### config.mk
export PLATFORM = sky130hd
export DESIGN_NAME = pll_lock_sequencer_flat
export DESIGN_NICKNAME = d
export VERILOG_FILES = /design/src/rtl/pll_lock_sequencer_pkg.sv /design/src/rtl/pll_lock_sequencer_if.sv /design/src/rtl/pll_lock_sequencer_sync_2ff.sv /design/src/rtl/pll_lock_sequencer.sv /design/src/flat_wrapper.sv
export SDC_FILE = /design/constraint.sdc
export NUM_CORES = 1
export LEC_CHECK = 0
export CORE_MARGIN = 2
export CORE_UTILIZATION = 61
export CTS_CLUSTER_SIZE = 24
export DETAILED_ROUTE_END_ITERATION = 10
export PLACE_DENSITY = 0.85
export RECOVER_POWER = 25
export SKIP_LAST_GASP = 1
export SLEW_MARGIN = 30
export SYNTH_ARGS = -nofsm -noshare
export SYNTH_HDL_FRONTEND = slang
export SYNTH_SLANG_ARGS = --single-unit
### constraint.sdc
create_clock -name clkin -period 3.7 [get_ports clkin]
set_input_delay 0.74 -clock clkin [delete_from_list [all_inputs] [get_ports clkin]]
set_output_delay 0.74 -clock clkin [all_outputs]
set_load 0.01 [all_outputs]
### src/rtl/pll_lock_sequencer_pkg.sv
// Shared types and helpers for the PLL lock sequencer: state encoding,
// timer-width derivation and saturating counter increment.
package pll_seq_pkg;

    localparam int unsigned STATE_W = 3;

    typedef enum logic [STATE_W-1:0] {
        ST_PLL_RST   = 3'd0,
        ST_WAIT_LOCK = 3'd1,
        ST_FILTER    = 3'd2,
        ST_RELEASE   = 3'd3,
        ST_RUN       = 3'd4
    } seq_state_e;

    // Width needed for one timer to cover the longest interval without wrapping.
    function automatic int unsigned timer_width(input int unsigned a, input int unsigned b,
                                                 input int unsigned c, input int unsigned d);
        int unsigned m;
        m = a;
        if (b > m) m = b;
        if (c > m) m = c;
        if (d > m) m = d;
        return $clog2(m + 1);
    endfunction

    // Increment v, holding at 2^w-1 (w below 32).
    function automatic logic [31:0] sat_inc(input logic [31:0] v, input int unsigned w);
        logic [31:0] lim;
        lim = (32'd1 << w) - 32'd1;
        return (v >= lim) ? lim : v + 32'd1;
    endfunction

endpackage

### src/rtl/pll_lock_sequencer_if.sv
// Control/status bundle between the lock sequencer and its PLL / reset consumers.
interface pll_lock_sequencer_if #(
    parameter int unsigned NUM_OUT = 4,
    parameter int unsigned CNT_W   = 8
);
    import pll_seq_pkg::*;

    logic                 pll_locked_i;
    logic                 force_relock_i;
    logic                 pll_rst_o;
    logic [NUM_OUT-1:0]   rst_o;
    logic                 all_ready_o;
    logic [STATE_W-1:0]   state_o;
    logic [CNT_W-1:0]     lock_loss_cnt_o;
    logic [CNT_W-1:0]     retry_cnt_o;

    modport master (
        output pll_locked_i, force_relock_i,
        input  pll_rst_o, rst_o, all_ready_o, state_o, lock_loss_cnt_o, retry_cnt_o
    );

    modport slave (
        input  pll_locked_i, force_relock_i,
        output pll_rst_o, rst_o, all_ready_o, state_o, lock_loss_cnt_o, retry_cnt_o
    );

endinterface

### src/rtl/pll_lock_sequencer_sync_2ff.sv
// Single-bit two-flop synchroniser, async active-high reset to 0.
module sync_2ff (
    input  logic clk,
    input  logic rst,
    input  logic d,
    output logic q
);
    logic meta_q;

    always_ff @(posedge clk or posedge rst) begin
        if (rst) begin
            meta_q <= 1'b0;
            q      <= 1'b0;
        end else begin
            meta_q <= d;
            q      <= meta_q;
        end
    end

endmodule

### src/rtl/pll_lock_sequencer.sv
// Supervises PLL reset/lock from the reference clock and releases downstream
// reset channels in order once lock has been stable long enough.
module pll_lock_sequencer
    import pll_seq_pkg::*;
#(
    parameter int unsigned NUM_OUT        = 4,
    parameter int unsigned PLL_RST_CYCLES = 16,
    parameter int unsigned LOCK_TIMEOUT   = 1048576,
    parameter int unsigned LOCK_FILTER    = 1024,
    parameter int unsigned STAGE_DELAY    = 256,
    parameter int unsigned CNT_W          = 8
) (
    input  logic                clkin,
    input  logic                rst,
    pll_lock_sequencer_if.slave bus
);
    localparam int unsigned RELEASE_LEN = STAGE_DELAY * NUM_OUT;
    localparam int unsigned TIMER_W     = timer_width(LOCK_TIMEOUT, LOCK_FILTER, RELEASE_LEN, PLL_RST_CYCLES);

    seq_state_e          state_q;
    logic [TIMER_W-1:0]  timer_q;
    logic                pll_rst_q;
    logic [NUM_OUT-1:0]  rst_q;
    logic                ready_q;
    logic [CNT_W-1:0]    loss_q;
    logic [CNT_W-1:0]    retry_q;

    logic                locked_s;
    logic                running_c;
    logic                timeout_c;
    logic                loss_inc_c;
    logic                retry_inc_c;
    logic                relock_c;
    logic [NUM_OUT-1:0]  stage_hit_c;

    sync_2ff u_lock_sync (
        .clk (clkin),
        .rst (rst),
        .d   (bus.pll_locked_i),
        .q   (locked_s)
    );

    // Relock decision; a force request takes precedence and never counts as a loss.
    always_comb begin
        running_c   = (state_q == ST_RELEASE) || (state_q == ST_RUN);
        timeout_c   = (state_q == ST_WAIT_LOCK) && !locked_s &&
                      (timer_q == TIMER_W'(LOCK_TIMEOUT - 1));
        loss_inc_c  = running_c && !locked_s && !bus.force_relock_i;
        retry_inc_c = timeout_c && !bus.force_relock_i;
        relock_c    = (state_q != ST_PLL_RST) &&
                      (bus.force_relock_i || loss_inc_c || timeout_c);
    end

    // Channel k drops when the release timer is about to reach (k+1)*STAGE_DELAY.
    always_comb begin
        stage_hit_c = '0;
        for (int k = 0; k < NUM_OUT; k++) begin
            stage_hit_c[k] = ((timer_q + TIMER_W'(1)) == TIMER_W'((k + 1) * STAGE_DELAY));
        end
    end

    always_ff @(posedge clkin or posedge rst) begin
        if (rst) begin
            state_q   <= ST_PLL_RST;
            timer_q   <= '0;
            pll_rst_q <= 1'b1;
            rst_q     <= '1;
            ready_q   <= 1'b0;
            loss_q    <= '0;
            retry_q   <= '0;
        end else if (relock_c) begin
            state_q   <= ST_PLL_RST;
            timer_q   <= '0;
            pll_rst_q <= 1'b1;
            rst_q     <= '1;
            ready_q   <= 1'b0;
            if (loss_inc_c)  loss_q  <= CNT_W'(sat_inc(32'(loss_q), CNT_W));
            if (retry_inc_c) retry_q <= CNT_W'(sat_inc(32'(retry_q), CNT_W));
        end else begin
            case (state_q)
                ST_PLL_RST: begin
                    if (timer_q == TIMER_W'(PLL_RST_CYCLES - 1)) begin
                        state_q   <= ST_WAIT_LOCK;
                        timer_q   <= '0;
                        pll_rst_q <= 1'b0;
                    end else begin
                        timer_q <= timer_q + TIMER_W'(1);
                    end
                end
                ST_WAIT_LOCK: begin
                    if (locked_s) begin
                        state_q <= ST_FILTER;
                        timer_q <= '0;
                    end else begin
                        timer_q <= timer_q + TIMER_W'(1);
                    end
                end
                ST_FILTER: begin
                    if (!locked_s) begin
                        state_q <= ST_WAIT_LOCK;
                        timer_q <= '0;
                    end else if (timer_q == TIMER_W'(LOCK_FILTER - 1)) begin
                        state_q <= ST_RELEASE;
                        timer_q <= '0;
                    end else begin
                        timer_q <= timer_q + TIMER_W'(1);
                    end
                end
                ST_RELEASE: begin
                    rst_q <= rst_q & ~stage_hit_c;
                    if (timer_q == TIMER_W'(RELEASE_LEN - 1)) begin
                        state_q <= ST_RUN;
                        timer_q <= '0;
                        ready_q <= 1'b1;
                    end else begin
                        timer_q <= timer_q + TIMER_W'(1);
                    end
                end
                ST_RUN: begin
                    timer_q <= '0;
                end
                default: begin
                    state_q   <= ST_PLL_RST;
                    timer_q   <= '0;
                    pll_rst_q <= 1'b1;
                    rst_q     <= '1;
                    ready_q   <= 1'b0;
                end
            endcase
        end
    end

    assign bus.pll_rst_o       = pll_rst_q;
    assign bus.rst_o           = rst_q;
    assign bus.all_ready_o     = ready_q;
    assign bus.state_o         = state_q;
    assign bus.lock_loss_cnt_o = loss_q;
    assign bus.retry_cnt_o     = retry_q;

endmodule

### src/flat_wrapper.sv
// flat-port wrapper written by rule: the top's interface ports become plain ports
module pll_lock_sequencer_flat import pll_seq_pkg::*;
#(
    parameter int unsigned NUM_OUT        = 4,
    parameter int unsigned PLL_RST_CYCLES = 16,
    parameter int unsigned LOCK_TIMEOUT   = 1048576,
    parameter int unsigned LOCK_FILTER    = 1024,
    parameter int unsigned STAGE_DELAY    = 256,
    parameter int unsigned CNT_W          = 8
)
  (clkin, rst, bus_pll_locked_i, bus_force_relock_i, bus_pll_rst_o, bus_rst_o, bus_all_ready_o, bus_state_o, bus_lock_loss_cnt_o, bus_retry_cnt_o);
  pll_lock_sequencer_if #(.NUM_OUT(NUM_OUT), .CNT_W(CNT_W)) bus_i ();
  input  logic clkin;
  input  logic rst;
  input wire logic [$bits(bus_i.pll_locked_i)-1:0] bus_pll_locked_i;
  input wire logic [$bits(bus_i.force_relock_i)-1:0] bus_force_relock_i;
  output wire logic [$bits(bus_i.pll_rst_o)-1:0] bus_pll_rst_o;
  output wire logic [$bits(bus_i.rst_o)-1:0] bus_rst_o;
  output wire logic [$bits(bus_i.all_ready_o)-1:0] bus_all_ready_o;
  output wire logic [$bits(bus_i.state_o)-1:0] bus_state_o;
  output wire logic [$bits(bus_i.lock_loss_cnt_o)-1:0] bus_lock_loss_cnt_o;
  output wire logic [$bits(bus_i.retry_cnt_o)-1:0] bus_retry_cnt_o;
  assign bus_i.pll_locked_i = bus_pll_locked_i;
  assign bus_i.force_relock_i = bus_force_relock_i;
  assign bus_pll_rst_o = bus_i.pll_rst_o;
  assign bus_rst_o = bus_i.rst_o;
  assign bus_all_ready_o = bus_i.all_ready_o;
  assign bus_state_o = bus_i.state_o;
  assign bus_lock_loss_cnt_o = bus_i.lock_loss_cnt_o;
  assign bus_retry_cnt_o = bus_i.retry_cnt_o;
  pll_lock_sequencer #(.NUM_OUT(NUM_OUT), .PLL_RST_CYCLES(PLL_RST_CYCLES), .LOCK_TIMEOUT(LOCK_TIMEOUT), .LOCK_FILTER(LOCK_FILTER), .STAGE_DELAY(STAGE_DELAY), .CNT_W(CNT_W)) u_core (.clkin(clkin), .rst(rst), .bus(bus_i));
endmodule
==> flow_results.org <==
** Layout
- Cells with a size suffix above 1 make up around 7.1% of the layout.
- 0 antenna diodes ended up in the layout.
- Net total in the final layout :: 331
- Growth of design area from synthesis to finish :: 13.6%
- Top library cells by usage in the layout, fill and taps aside :: sky130_fd_sc_hd__dfrtp_1 (43), sky130_fd_sc_hd__nor2_1 (39), sky130_fd_sc_hd__nand2_1 (26), sky130_fd_sc_hd__clkdlybuf4s50_1 (26), sky130_fd_sc_hd__nand3_1 (23)
- Leaving out fill and tap cells, the most frequent cell in the layout is sky130_fd_sc_hd__dfrtp_1.
- Final std cells w/o fill :: 376

** Clock network
- Once the clock tree was built, the setup fixing pass inserted 0 buffers.
- TritonCTS built the clock tree.
- Deepest level of the CTS H-tree :: 2
- Clock-pin slew was measured on the worst setup and hold paths at about 0.090 ns.
- In this run, CTS created clock tree buffers numbering 5.
- The tree built by TritonCTS fans out to 48 sinks.
- Clock tree synthesis selected as its root buffer the cell sky130_fd_sc_hd__clkbuf_8.
- The longest clock path from root to sink contains 2 buffers.
- At the later pin of the worst-skew pair, clock insertion delay measures ~0.30 ns.
- Number of hold-repair buffers added at the cts stage :: 0
- In this run, post-CTS repair resized a total of 0 instances.

** STA
- Actual slew at the worst max-slew pin :: between 2 and 2.5 ns
- Of the available clock period, the critical path in the final layout requires 73.8%.
- Count of endpoints failing hold in the final timing report :: 0
- Accumulated negative setup slack :: 0 ns
- The clock arrives with 0.00948 ns of skew.
- Setup violations remaining at the end of the flow were counted as 0.
- The number of max-slew violations in the final report is 49.
- Time the worst path needs with I/O delays and setup :: roughly 2.7 ns
- Setup repair after global routing left no endpoint under its margin.
- Headroom to the max-slew limit came out at -35.7%.
- Setup slack on the critical path of the routed design comes to 0.968 ns.
- Max frequency :: about 370 MHz

** Run status
- The final reports fail on capacitance limit, slew limit.
- The run finished, with violations left.

** Job
- Number of max-cap violations :: 1

** Setup path
- Of all nets on the critical path, the largest fanout is 8.
- Minimum setup slack among reg-to-reg paths :: roughly 0.97 ns
- Data arrival time at the worst-slack endpoint :: 2.96 ns
- Most used cell, CP :: sky130_fd_sc_hd__nand3_1
- Kind of end point of the critical path :: register
- Biggest cell delay along the critical path :: around 0.63 ns
- Critical path class :: register to register
- The signal on the critical path passes through ha_1 > nand3_1 > nor4_4 > nand3_1 > a211oi_1 > nor2_1 > a21oi_1.
- Req. time, crit path :: 3.93 ns
- The slowest stage of the critical path belongs to the cell sky130_fd_sc_hd__a211oi_1.
- The worst setup path is launched from a register.

** Route
- The detail route stage leaves a number of antenna-violating nets equal to 0.
- Dividing the detail-routed wire length by the instance count gives ~15 um.
- Initial detailed-routing violation count :: 222
- Final routed wirelength across all metal layers :: around 5700 um
- The pre-antenna-repair detailed-routing pass consisted of 4 iterations.
- Final routed DRC violation total :: 0
- For this block, the via count after detailed routing is 2,234.
- Dividing the detail-routed via count by the number of cells gives slightly below 6.

** Logic synthesis
- Number of warnings printed during yosys synthesis :: 0
- Counting flops with an async set or reset pin after synthesis yields a share of 100%.
- In this run, synthesis inferred 0 flip-flops with an integrated enable.
- After technology mapping, the gate count stands at a little over 300.
- Top FF cell, synth :: sky130_fd_sc_hd__dfrtp_1
- Yosys mapped the design onto between 40 and 50 distinct sky130hd cell types.
- Share of synthesized area occupied by flip-flops and latches :: 44.5%
- The mapped netlist covers about 0.0027 mm^2.
- Number of synthesized register bits :: 48
- Averaged over all synthesized cells, the footprint is around 9 um^2.
- When the netlist entered floorplanning its net count stood at slightly above 300.

** Placement
- Buffers placed on the I/O ports in this run total 28.
- Placed insts :: around 370
- Worst slack at placement :: ~0.91 ns
- Routability-driven placement finished with a final weighted congestion of about 0.85.
- Post-detailed-placement half-perimeter wirelength :: between 3000 and 4000 um

** Floorplanning
- 29 I/O pins were placed.
- Full die area :: 0.00499 mm^2
- Once the floorplan was initialized, standard cells occupied 62.7% of the core.
- The core region is between 0.004 and 0.005 mm^2.
- Die outline width :: 70.7 um
- The initialized floorplan defines 24 standard-cell rows.
- The floorplan step set the die height to roughly 70 um.

** Global routing
- Via count of the first global-routing pass :: about 2,200
- Global routing used between 20% and 30% of the available tracks across all layers.
- Summed over all layers, the global routing overflow is 0.
- Maximum number of pins on one net before global-route repair :: a little under 50
- Initial antenna violation count :: 0
- Global-route wire length before repair :: a little under 10,000 um

** Hold path
- The tightest min-delay check is of the register to register type.

** Power and ir drop
- The worst-case IR drop observed on VDD is 302 uV.
- The analysis attributes to cell leakage a power of roughly 1.3 nW.
- Power density normalized to cell area :: between 400 and 500 mW/mm^2
==> synth_stat cells (9+ instances only) <==
| cell | count | area share, % |
|---|---|---|
| sky130_fd_sc_hd__o21ai_0 | 9 | 1.7 |
| sky130_fd_sc_hd__xor2_1 | 15 | 4.8 |
| sky130_fd_sc_hd__nand4_1 | 15 | 3.5 |
| sky130_fd_sc_hd__inv_1 | 11 | 1.5 |
| sky130_fd_sc_hd__a21oi_1 | 17 | 3.1 |
| sky130_fd_sc_hd__nor2_1 | 39 | 5.4 |
| sky130_fd_sc_hd__xnor2_1 | 13 | 4.2 |
| sky130_fd_sc_hd__dfrtp_1 | 43 | 40 |
| sky130_fd_sc_hd__nand2_1 | 26 | 3.6 |
| sky130_fd_sc_hd__nor3_1 | 12 | 2.2 |
| sky130_fd_sc_hd__nand3_1 | 23 | 4.2 |
| sky130_fd_sc_hd__clkbuf_1 | 10 | 1.4 |
==> worst max-delay path: cells and delay by family, from the launching register on <==
family / cells / cell delay [ns]
flip-flops: 1 / 0.50
AO/OA/AOI/OAI: 2 / 0.79
AND/OR/NAND/NOR: 4 / 1.07
adder cells (fa/ha/maj): 1 / 0.31
==> area by class of cell <==
| cell class | count | area (um^2) |
|---|---|---|
| multi-input cells | 228 | 1380 |
| fillers | 334 | 1240 |
| flip-flops and latches | 48 | 1210 |
| repair buffers | 29 | 288 |
| clock buffers | 7 | 86.3 |
| well taps | 52 | 65.1 |
| inverters | 11 | 42.5 |
| clock inverters | 1 | 8.76 |
==> metal layers <==
metal | part of all wire (%) | GRT usage (%) | wire length (um)
met2 | 49 | 37.8 | 2790
met3 | 3.4 | 4.42 | 193
met4 | 1.7 | 8.18 | 97
met1 | 46 | 34.2 | 2600
met5 | 0 | 0 | 0
==> registers in the layout, indices dropped and copies added, names as in the netlist <==
name / count
u_core.timer_q: 21
u_core.bus.lock_loss_cnt_o: 8
u_core.bus.retry_cnt_o: 8
u_core.bus.rst_o: 4
u_core.bus.state_o: 3
u_core.bus.all_ready_o: 1
u_core.bus.pll_rst_o: 1
u_core.u_lock_sync.meta_q: 1
u_core.u_lock_sync.q: 1
==> cells by family (layout without fill, tap and decap cells) <==
| family | Yosys count | count (layout) | share of synthesized area (%) |
|---|---|---|---|
| adder cells (fa/ha/maj) | 4 | 4 | 1.85 |
| buffers and inverters | 27 | 48 | 4.48 |
| AO/OA/AOI/OAI | 53 | 53 | 12.7 |
| flip-flops | 48 | 48 | 44.5 |
| AND/OR/NAND/NOR | 139 | 139 | 25.8 |
| multiplexers | 4 | 4 | 1.57 |
| XOR/XNOR | 28 | 28 | 9.04 |
==> worst paths after layout <==
path / from / to / cells after the start
max in group asynchronous: rst / u_core.timer_q[10] / 2
worst min-delay path: u_core.u_lock_sync.meta_q / u_core.u_lock_sync.q / 0
worst min register to register: u_core.u_lock_sync.meta_q / u_core.u_lock_sync.q / 0
min in group asynchronous: rst / u_core.bus.lock_loss_cnt_o[5] / 2
worst max-delay path: u_core.timer_q[0] / u_core.bus.pll_rst_o / 7
worst max register to register: u_core.timer_q[0] / u_core.bus.pll_rst_o / 7
==> power by group <==
group | total, W | leakage, nW | switching (W) | internal [W]
Clock | 0.000329 | 0.0484 | 0.000176 | 0.000153
Combinational | 0.000338 | 0.600 | 0.000189 | 0.000149
Sequential | 0.000653 | 0.633 | 0.0000878 | 0.000565
==> metrics by stage <==
step	cell area [um^2]	util [%]	hold WS (ns)	power (W)
finish	3080	71.2	0.362	0.00132
floorplan	2710	-	0.331	0.000903
detailed placement	2990	69.1	0.343	0.00100
CTS	3080	71.3	0.364	0.00133
global route	3080	71.2	0.372	0.00139
global placement	2980	69.0	0.337	0.000987
(Power assumes the default switching activity.)
